**config.mk**
```make
export PLATFORM = sky130hd
export DESIGN_NAME = mem_access_seq_r0
export DESIGN_NICKNAME = d
export VERILOG_FILES = /design/src/rtl/mem_access_seq_r0.sv
export SDC_FILE = /design/constraint.sdc
export NUM_CORES = 1
export LEC_CHECK = 0
export ABC_AREA = 1
export ABC_CLOCK_PERIOD_IN_PS = 3400
export BUFFER_PORTS_ARGS = -buffer_cell sky130_fd_sc_hd__buf_4
export CAP_MARGIN = 20
export CELL_PAD_IN_SITES_DETAIL_PLACEMENT = 1
export CELL_PAD_IN_SITES_GLOBAL_PLACEMENT = 1
export CORE_MARGIN = 2
export CORE_UTILIZATION = 30
export DETAILED_ROUTE_END_ITERATION = 8
export PLACE_DENSITY_LB_ADDON = 0.1
export SYNTH_ARGS = -nofsm -noshare
export SYNTH_HDL_FRONTEND = slang
export SYNTH_SLANG_ARGS = --single-unit
```
**constraint.sdc**
```tcl
create_clock -name clk -period 3.4 [get_ports clk]
set_clock_uncertainty 0.15 [all_clocks]
set_input_delay 0.51 -clock clk [delete_from_list [all_inputs] [get_ports clk]]
set_output_delay 0.51 -clock clk [all_outputs]
set_load 0.005 [all_outputs]
```
**src/rtl/mem_access_seq_r0.sv**
```systemverilog
// MEM-stage access sequencer: one req/ack transaction per byte-lane access against a
// variable-latency data memory, with pipeline stall, load alignment and an abort watchdog.
module mem_access_seq_r0 #(
  parameter int unsigned ADDR_W  = 32,
  parameter int unsigned TIMEOUT = 15
) (
  input  logic              clk,
  input  logic              rst,
  input  logic [3:0]        mem_read,
  input  logic [3:0]        mem_write,
  input  logic [ADDR_W-1:0] addr,
  input  logic [31:0]       store_data,
  output logic              dmem_req,
  output logic [ADDR_W-1:0] dmem_addr,
  output logic [3:0]        dmem_we,
  output logic [31:0]       dmem_wdata,
  input  logic [31:0]       dmem_rdata,
  input  logic              dmem_ack,
  output logic              stall,
  output logic              load_valid,
  output logic [31:0]       load_data,
  output logic              timeout_err
);

  typedef enum logic [1:0] {StIdle, StReq, StDone} state_e;

  state_e              r_state;
  state_e              w_state_nxt;
  logic [ADDR_W-3:0]   r_addr;
  logic [3:0]          r_rd;
  logic [3:0]          r_wr;
  logic [31:0]         r_wdata;
  logic [7:0]          r_wdog;
  logic [31:0]         r_load_data;
  logic                r_timeout_err;
  logic                w_access;
  logic [7:0]          w_wdog_inc;
  logic                w_expire;
  logic [31:0]         w_aligned;
  logic [1:0]          w_unused_addr_lsb;

  assign w_access          = (|mem_read) | (|mem_write);
  assign w_wdog_inc        = r_wdog + 8'd1;
  assign w_expire          = (w_wdog_inc == 8'(TIMEOUT));
  assign w_unused_addr_lsb = addr[1:0];

  // State register
  always_ff @(posedge clk or posedge rst) begin
    if (rst) r_state <= StIdle;
    else     r_state <= w_state_nxt;
  end

  // Next-state logic; an ack in the expiry cycle still completes normally
  always_comb begin
    w_state_nxt = r_state;
    unique case (r_state)
      StIdle:  if (w_access) w_state_nxt = StReq;
      StReq:   if (dmem_ack || w_expire) w_state_nxt = StDone;
      StDone:  w_state_nxt = StIdle;
      default: w_state_nxt = StIdle;
    endcase
  end

  // Right-align and zero-extend the selected lanes; unsupported masks read as zero
  always_comb begin
    w_aligned = 32'd0;
    case (r_rd)
      4'b0001: w_aligned = {24'd0, dmem_rdata[7:0]};
      4'b0010: w_aligned = {24'd0, dmem_rdata[15:8]};
      4'b0100: w_aligned = {24'd0, dmem_rdata[23:16]};
      4'b1000: w_aligned = {24'd0, dmem_rdata[31:24]};
      4'b0011: w_aligned = {16'd0, dmem_rdata[15:0]};
      4'b0110: w_aligned = {16'd0, dmem_rdata[23:8]};
      4'b1100: w_aligned = {16'd0, dmem_rdata[31:16]};
      4'b1111: w_aligned = dmem_rdata;
      default: w_aligned = 32'd0;
    endcase
  end

  // Request registers, watchdog and load result
  always_ff @(posedge clk or posedge rst) begin
    if (rst) begin
      r_addr        <= '0;
      r_rd          <= 4'd0;
      r_wr          <= 4'd0;
      r_wdata       <= 32'd0;
      r_wdog        <= 8'd0;
      r_load_data   <= 32'd0;
      r_timeout_err <= 1'b0;
    end else begin
      unique case (r_state)
        StIdle: begin
          if (w_access) begin
            r_addr  <= addr[ADDR_W-1:2];
            r_rd    <= mem_read;
            r_wr    <= mem_write;
            r_wdata <= store_data;
            r_wdog  <= 8'd0;
          end
        end
        StReq: begin
          r_wdog <= w_wdog_inc;
          if (dmem_ack) begin
            if (|r_rd) r_load_data <= w_aligned;
          end else if (w_expire) begin
            r_load_data   <= 32'd0;
            r_timeout_err <= 1'b1;
          end
        end
        default: ;
      endcase
    end
  end

  // Outputs; reads take priority so write strobes are suppressed when any read lane is set
  always_comb begin
    dmem_req   = (r_state == StReq);
    dmem_addr  = {r_addr, 2'b00};
    dmem_wdata = r_wdata;
    dmem_we    = ((r_state == StReq) && (r_rd == 4'd0)) ? r_wr : 4'd0;
    stall      = ((r_state == StIdle) && w_access) || (r_state == StReq);
    load_valid = (r_state == StDone) && (|r_rd);
    load_data  = r_load_data;
    timeout_err = r_timeout_err;
  end

endmodule
```
==> results.json, run 1 <==
{
  "cts_sinks": 113,
  "initial_utilization_pct": 30.9,
  "drt_pass1_iterations": 4,
  "clk_latency_ps": 420,
  "grt_pass1_vias": 5115,
  "place.gp.congestion": 0.758,
  "powerDensity_nw_per_um2": 875,
  "io_pins": 211,
  "cts_hold_buffers": 0,
  "drt_wl_total_um": 16500,
  "vias": 4558,
  "syn_area_um2": 5140,
  "cp_data_required_time_ps": 2740,
  "cp_common_cell": "nand2_1",
  "path_delay_family": "simple AND/OR/NAND/NOR gates",
  "yosys.cell_count.top_type": "nand2_1",
  "area_growth_pct": 46.6,
  "finalCritPeriodShare_pct": 71.8,
  "max_freq_mhz": 410,
  "postRouteAntennaNets": 0,
  "synthTopCellsByArea": "dfrtp_1 (55%), mux2_2 (14%), nand2_1 (9.4%)",
  "post-route-drc-count": 0,
  "tritoncts": "built",
  "synthCells": 537,
  "wl_per_cell_um": 16.9,
  "reg2reg_to": "load_data[15]$_DFFE_PP0P_",
  "postCtsSetupBuffers": 0,
  "rsz0062_at_grt": "no",
  "cts-root-buf": "clkbuf_16",
  "critical_path_class": "reg -> out",
  "reg2reg_slack_ps": 1080,
  "cts_buffers": 17,
  "die_y_um": 135,
  "antenna_found_initial": 0,
  "grt_pass1_wl_um": 26400,
  "hold_class": "in -> async",
  "portBuffers": 206,
  "grtUsageTotal_pct": 19.0,
  "r2r-start": "r_wdog[1]$_DFFE_PP0P_",
  "grt_max_degree": 114,
  "clk_pin_slew_ps": 50,
  "synth-edff-count": 0,
  "dieArea_um2": 18200,
  "grt_util_met2_pct": 31.1,
  "crit_path_top_delay_cell": "dfrtp_1",
  "die_w_um": 135,
  "vdd_drop_max_v": 0.000456,
  "drt_iter0_markers": 133,
  "hold_viol": 0,
  "synth_area_leader_cell": "dfrtp_1",
  "holdWs_ps": 132,
  "yosys-top-cells-count": "nand2_1 (128), dfrtp_1 (113), mux2_2 (62)",
  "cts_resized": 0,
  "std_cell_rows": 47,
  "num-nets-final": 856,
  "critPathLaunchType": "flip-flop",
  "synth_top_area_share_pct": 55.1,
  "gr-usage-met1_pct": 20.8,
  "vias_per_cell": 4.65,
  "met3_usage_pct": 10.8,
  "max_slew_margin_pct": 53.4,
  "worst_ep_arrival_time_ps": 1780,
  "final.min_clock_period_ps": 2440,
  "finalMaxSlewViolations": 0,
  "end_kind": "output port",
  "tightest_slew_ps": 699,
  "fp.coreArea_um2": 16600,
  "synth-main-ff-cell": "dfrtp_1",
  "dpl.hpwl_um": 12200,
  "h-tree-depth": 4,
  "avgSynthCellArea_um2": 9.56,
  "n_antenna_cell": 0,
  "r2r_cells": 11,
  "ys_types": 26,
  "crit_fanout": 9,
  "ys_ff_latch": 113,
  "ys_seq_area_share_pct": 55.1,
  "final-setup-viol-count": 0,
  "leakagePower_nw": 3.84,
  "critPathMaxStageDelay_ps": 390,
  "gr-total-overflow": 0,
  "clockBufferDepth": 2,
  "setup_tns_ps": 0,
  "status": "complete, no violations",
  "busiest_layer": "met2",
  "drv_cap": 0,
  "yosysWarnings": 0,
  "crit_buf_inv": 2,
  "drive_above_1_share_pct": 40.8,
  "synth-async-reset-ratio_pct": 100,
  "worstPathCellList": "nand2_1 -> clkinv_1 -> nand2_1 -> nor2_1 -> buf_4"
}
-- placed cells by master, fill, tap and decap left out, types with 4 or more instances in the layout --
master,instances
buf_4,210
nand2_1,128
dfrtp_1,113
mux2_2,62
nor2_1,57
inv_1,47
nand3_1,45
o21ai_0,17
a21oi_1,17
clkbuf_16,17
o22ai_1,10
clkinv_2,4
bufinv_16,4
-- per-layer routing --
layer  vias up  part of all wire, %  wire (um)
li1       2168                    -          -
met2       178                   49       8030
met1      2193                   38       6270
met5         -                    0          0
met4         0                  1.4        238
met3        19                   12       1980
-- logic make-up (layout without fill, tap and decap cells) --
group                    Yosys count  in the layout  share of synthesized area [%]
buffers and inverters             71            293                           6.09
flip-flops                       113            113                           55.1
other                              1              2                         0.0730
AO/OA/AOI/OAI                     49             49                           5.24
AND/OR/NAND/NOR                  239            239                           19.5
multiplexers                      62             62                           13.6
adder cells (fa/ha/maj)            2              2                          0.487
-- cell type report --
type	count	area, um2
inverters	50	191
clock inverters	10	156
flip-flops and latches	113	2830
well taps	220	275
repair buffers	211	1600
clock buffers	22	474
multi-input cells	354	2010
fillers	1916	9110
-- worst min-delay path, delay by kind of cell --
family	cells	cell delay, ps
buffers and inverters	3	660
-- worst max path at each step --
stage,slack (ps),start,endpoint,depth (start not counted)
6_report,960,r_state[0]$_DFFE_PP0P_,dmem_we[3],5
5_1_grt,730,r_state[1]$_DFFE_PP0P_,dmem_we[3],6
4_1_cts,910,r_state[0]$_DFFE_PP0P_,dmem_we[3],5
3_5_place_dp,940,mem_write[0],dmem_wdata[22]$_DFFE_PP0P_,6
3_3_place_gp,980,mem_write[2],dmem_wdata[1]$_DFFE_PP0P_,6
2_1_floorplan,1370,rst,dmem_wdata[0]$_DFFE_PP0P_,1
-- where the power goes --
| group | leakage (nW) | internal [W] | switching [W] | total, W |
|---|---|---|---|---|
| Combinational | 2.13 | 0.00132 | 0.00115 | 0.00246 |
| Sequential | 1.40 | 0.00189 | 0.000327 | 0.00222 |
| Clock | 0.310 | 0.00128 | 0.000623 | 0.00190 |
-- metrics by stage --
stage	instances	instance area, um2	util (%)	worst slack, ps	power, W
2_1_floorplan	538	5140	-	1370	0.00349
3_3_place_gp	948	6900	41.4	978	0.00467
3_5_place_dp	948	6900	41.4	937	0.00476
4_1_cts	980	7530	45.2	907	0.00671
5_1_grt	980	7530	45.2	725	0.00707
6_report	980	7530	45.2	960	0.00658
-- sequential cells by signal (all words and copies together) (netlist names) --
register and cells:
dmem_wdata 32, load_data 32, r_addr 30, r_rd 4
r_state 2, r_wdog 8, r_wr 4, timeout_err 1
(Power assumes the default switching activity.)
==> run 2: changes to the inputs <==
Settings changed: ABC_CLOCK_PERIOD_IN_PS 3400 to 2400.
Clock period 3.4 ns to 2.4 ns, I/O delays scaled along.
==> results.json, run 2 (synthesis gave the netlist of run 1 again) <==
{
  "status": "complete, no violations",
  "dpl-instance-area_um2": 6970,
  "io_pins": 211,
  "drt_pass1_iterations": 4,
  "cts_sinks": 113,
  "vdd_drop_max_v": 0.000564,
  "clk_latency_ps": 410,
  "vias": 4586,
  "gr-usage-met1_pct": 20.7,
  "final_cell_mix": "buf_4 (214), nand2_1 (128), dfrtp_1 (113), mux2_2 (62), nor2_1 (57)",
  "finalMaxSlewViolations": 0,
  "final_core_util_pct": 45.7,
  "crit_fanout": 4,
  "tightest_slew_ps": 582,
  "postCtsSetupBuffers": 0,
  "reg2reg_to": "load_data[14]$_DFFE_PP0P_",
  "hold_class": "in -> reg",
  "fp.coreArea_um2": 16600,
  "grt_pass1_wl_um": 26200,
  "drt_iter0_markers": 173,
  "num-nets-final": 863,
  "cp_data_required_time_ps": 1890,
  "tritoncts": "built",
  "critPathLaunchType": "flip-flop",
  "leakagePower_nw": 3.88,
  "max_freq_mhz": 452,
  "finalCritPeriodShare_pct": 92.2,
  "cts_resized": 0,
  "r2r_cells": 10,
  "setup_tns_ps": 0,
  "vias_per_cell": 4.65,
  "initial_utilization_pct": 30.9,
  "grt_pass1_vias": 5031,
  "powerDensity_nw_per_um2": 1240,
  "worst_ep_arrival_time_ps": 1700,
  "final-setup-viol-count": 0,
  "dieArea_um2": 18200,
  "grtUsageTotal_pct": 18.8,
  "drive_above_1_share_pct": 40.9,
  "dpl.hpwl_um": 12400,
  "critical_path_class": "reg -> out",
  "r2r-start": "r_wdog[1]$_DFFE_PP0P_",
  "std_cell_rows": 47,
  "max_slew_margin_pct": 61.1,
  "fin_cells": 987,
  "h-tree-depth": 4,
  "hold_start": "store_data[9]",
  "cts-root-buf": "clkbuf_16",
  "area_growth_pct": 48.0,
  "postRouteAntennaNets": 0,
  "grt_util_met2_pct": 31.1,
  "antenna_found_initial": 0,
  "ff_latch_area_um2": 2830,
  "die_y_um": 135,
  "cts_buffers": 17,
  "rsz0062_at_grt": "no",
  "holdWs_ps": 21.7,
  "dpl.cell_count": 954,
  "place.gp.congestion": 0.786,
  "n_fill_cell": 1898,
  "wl_per_cell_um": 16.8,
  "end_kind": "output port",
  "fin_area_um2": 7600,
  "hold_viol": 0,
  "drt_wl_total_um": 16600,
  "portBuffers": 206,
  "final.min_clock_period_ps": 2210,
  "gr-total-overflow": 0,
  "met3_usage_pct": 9.42,
  "busiest_layer": "met2",
  "reg2reg_slack_ps": 320,
  "clk_pin_slew_ps": 60,
  "holdPathStages": 2,
  "grt_max_degree": 66,
  "drv_cap": 0,
  "n_antenna_cell": 0,
  "clockBufferDepth": 2,
  "hold_end": "dmem_wdata[9]$_DFFE_PP0P_",
  "multi_input_area_um2": 2010,
  "final_common_cell": "buf_4",
  "die_w_um": 135,
  "post-route-drc-count": 0
}
## run 2: cell count changes in the layout (fill, tap and decap cells not counted)
cell | previous run | this run
clkbuf_1 | 2 | 4
dlygate4sd3_1 | 0 | 1
clkinv_2 | 4 | 2
clkbuf_8 | 3 | 2
buf_12 | 1 | 3
buf_4 | 210 | 214
clkinv_4 | 1 | 2
## run 2: worst max-delay path by stage
stage | start | to | slack (ps) | cells after the start
global placement | r_wdog[1]$_DFFE_PP0P_ | load_data[14]$_DFFE_PP0P_ | 380 | 10
detailed placement | r_wdog[1]$_DFFE_PP0P_ | load_data[4]$_DFFE_PP0P_ | 350 | 10
finish | r_rd[0]$_DFFE_PP0P_ | dmem_we[2] | 190 | 6
CTS | r_rd[0]$_DFFE_PP0P_ | dmem_we[2] | 150 | 6
floorplan | rst | dmem_wdata[0]$_DFFE_PP0P_ | 520 | 1
global route | r_rd[0]$_DFFE_PP0P_ | dmem_we[2] | 60 | 6
## run 2: through the flow
stage	total power (W)	worst slack, ps
2_1_floorplan	0.00494	519
3_3_place_gp	0.00670	382
3_5_place_dp	0.00684	352
4_1_cts	0.00959	154
5_1_grt	0.0101	58.2
6_report	0.00943	187
## run 2: final cells by class
type	count	area share [%]
Timing Repair Buffer	218	22.1
Multi-Input combinational cell	354	26.4
Clock buffer	23	6.16
Tap cell	220	3.62
Sequential cell	113	37.2
Inverter	50	2.52
Clock inverter	9	2.04
## run 2: per-layer routing
layer	up-vias	routed length [um]
met1	2213	6410
li1	2181	-
met2	170	8060
met5	-	0
met4	0	290
met3	22	1840
## run 2: critical path: stages (launching register included)
cell	delay, ps
dfrtp_1	410
inv_1	130
nand2_1	110
nor2_1	200
nand2_1	160
nor2_1	150
buf_4	130
## run 2: power by group
group,switching [W],total (W),internal (W)
Sequential,0.000471,0.00315,0.00268
Clock,0.000885,0.00268,0.00179
Combinational,0.00165,0.00360,0.00195
Total,0.00300,0.00943,0.00642
## run 2: what timing repair did
action / CTS / global route
endpoints found under the hold margin: 10 / 0
setup endpoints to repair: 0 / 0
hold buffers: 1 / 0
==> run 3: changes to the inputs <==
Settings changed: ABC_CLOCK_PERIOD_IN_PS 2400 to 2300, PLACE_DENSITY set to 0.74, PLACE_DENSITY_LB_ADDON 0.1 to unset.
Clock period 2.4 ns to 2.3 ns, I/O delays scaled along.
==> results.json, run 3 (synthesis gave the netlist of run 1 again) <==
{
  "status": "complete, no violations",
  "fp.coreArea_um2": 16600,
  "clockBufferDepth": 2,
  "grt_pass1_wl_um": 26800,
  "final_cell_mix": "buf_4 (212), nand2_1 (127), dfrtp_1 (113), mux2_2 (62), nor2_1 (56)",
  "final_core_util_pct": 45.7,
  "dpl.hpwl_um": 12700,
  "final-setup-viol-count": 0,
  "fin_cells": 986,
  "postRouteAntennaNets": 0,
  "final_common_cell": "buf_4",
  "hold_class": "in -> reg",
  "drt_iter0_markers": 154,
  "critPathLaunchType": "flip-flop",
  "power.total_w": 0.00981,
  "r2r_cells": 10,
  "dpl-instance-area_um2": 6950,
  "std_cell_rows": 47,
  "portBuffers": 206,
  "multi_input_area_um2": 2030,
  "crit_fanout": 18,
  "die_y_um": 135,
  "powerDensity_nw_per_um2": 1290,
  "drive_above_1_share_pct": 41.4,
  "io_pins": 211,
  "dieArea_um2": 18200,
  "holdPathStages": 2,
  "finalCritPeriodShare_pct": 92.5,
  "hold_end": "r_addr[21]$_DFFE_PP0P_",
  "dpl.cell_count": 952,
  "hold_start": "addr[23]",
  "r2r-start": "r_wdog[1]$_DFFE_PP0P_",
  "die_w_um": 135,
  "wl_per_cell_um": 17.1,
  "critical_path_class": "reg -> reg",
  "vias": 4697,
  "finalMaxSlewViolations": 0,
  "h-tree-depth": 4,
  "fin_area_um2": 7600,
  "end_kind": "flip-flop",
  "ff_latch_area_um2": 2830,
  "cts-root-buf": "clkbuf_16",
  "hold_viol": 0,
  "tightest_slew_ps": 641,
  "post-route-drc-count": 0,
  "num-nets-final": 862,
  "max_slew_margin_pct": 57.3,
  "grt_pass1_vias": 5290,
  "grtUsageTotal_pct": 18.9,
  "worst_ep_arrival_time_ps": 2280,
  "max_freq_mhz": 470,
  "drt_pass1_iterations": 4,
  "reg2reg_slack_ps": 170,
  "grt_max_degree": 114,
  "vdd_drop_max_v": 0.000663,
  "drt_wl_total_um": 16900,
  "clk_latency_ps": 410,
  "vias_per_cell": 4.76,
  "gr-total-overflow": 0,
  "place.gp.congestion": 0.923,
  "n_antenna_cell": 0,
  "antenna_found_initial": 0,
  "leakagePower_nw": 3.86,
  "reg2reg_to": "load_data[11]$_DFFE_PP0P_",
  "cp_data_required_time_ps": 2450,
  "n_fill_cell": 1923,
  "area_growth_pct": 48.0,
  "final.min_clock_period_ps": 2130,
  "drv_cap": 0,
  "cts_buffers": 17,
  "rsz0062_at_grt": "no",
  "clk_pin_slew_ps": 60,
  "cts_sinks": 113,
  "setup_tns_ps": 0,
  "initial_utilization_pct": 30.9,
  "tritoncts": "built",
  "postCtsSetupBuffers": 0
}
run 3: timing repair:
action | in CTS | in global routing
gates resized for setup | 0 | 4
endpoints found under the hold margin | 13 | 0
hold buffers | 2 | 0
endpoints found under the setup margin | 0 | 20
run 3: worst max path at each step:
stage	startpoint	cells past startpoint	endpoint	slack (ps)
2_1_floorplan	rst	1	dmem_wdata[0]$_DFFE_PP0P_	430
5_1_grt	r_wdog[1]$_DFFE_PP0P_	10	load_data[0]$_DFFE_PP0P_	30
3_5_place_dp	r_wdog[1]$_DFFE_PP0P_	10	load_data[5]$_DFFE_PP0P_	180
3_3_place_gp	r_wdog[1]$_DFFE_PP0P_	10	load_data[8]$_DFFE_PP0P_	290
4_1_cts	r_rd[3]$_DFFE_PP0P_	6	dmem_we[3]	60
6_report	r_wdog[1]$_DFFE_PP0P_	10	load_data[11]$_DFFE_PP0P_	170
run 3: layout make-up:
| class | instances | area share, % |
|---|---|---|
| well taps | 220 | 3.62 |
| clock inverters | 14 | 2.37 |
| flip-flops and latches | 113 | 37.2 |
| repair buffers | 217 | 22.0 |
| multi-input cells | 354 | 26.7 |
| inverters | 50 | 2.52 |
| clock buffers | 18 | 5.65 |
run 3: through the flow:
stage | setup slack (ps) | hold WS (ps)
after global placement | 290 | 305
after detailed placement | 181 | 314
after floorplan | 434 | 303
after global routing | 25.4 | 3.36
final | 173 | 10.3
after CTS | 60.8 | 0.975
run 3: power by group:
part / internal [W] / switching [W] / total, W
combinational: 0.00203 / 0.00175 / 0.00378
sequential: 0.00280 / 0.000515 / 0.00331
clock: 0.00172 / 0.000997 / 0.00272
total: 0.00655 / 0.00326 / 0.00981
run 3: worst max-delay path, cell delays in order (launching register included):
cell	delay [ps]
dfrtp_1	420
ha_1	260
nand2_1	100
inv_1	60
nor2_1	160
nand3_1	160
nor2_4	150
nand4_4	160
buf_4	250
nand3_1	100
nand2_1	50
run 3: metal layers:
layer	track usage (%)	up-vias	part of all wire, %
li1	-	2181	-
met1	21.6	2296	39
met2	32.1	197	48
met3	8.33	23	11
met4	5.61	0	1.6
met5	0	-	0
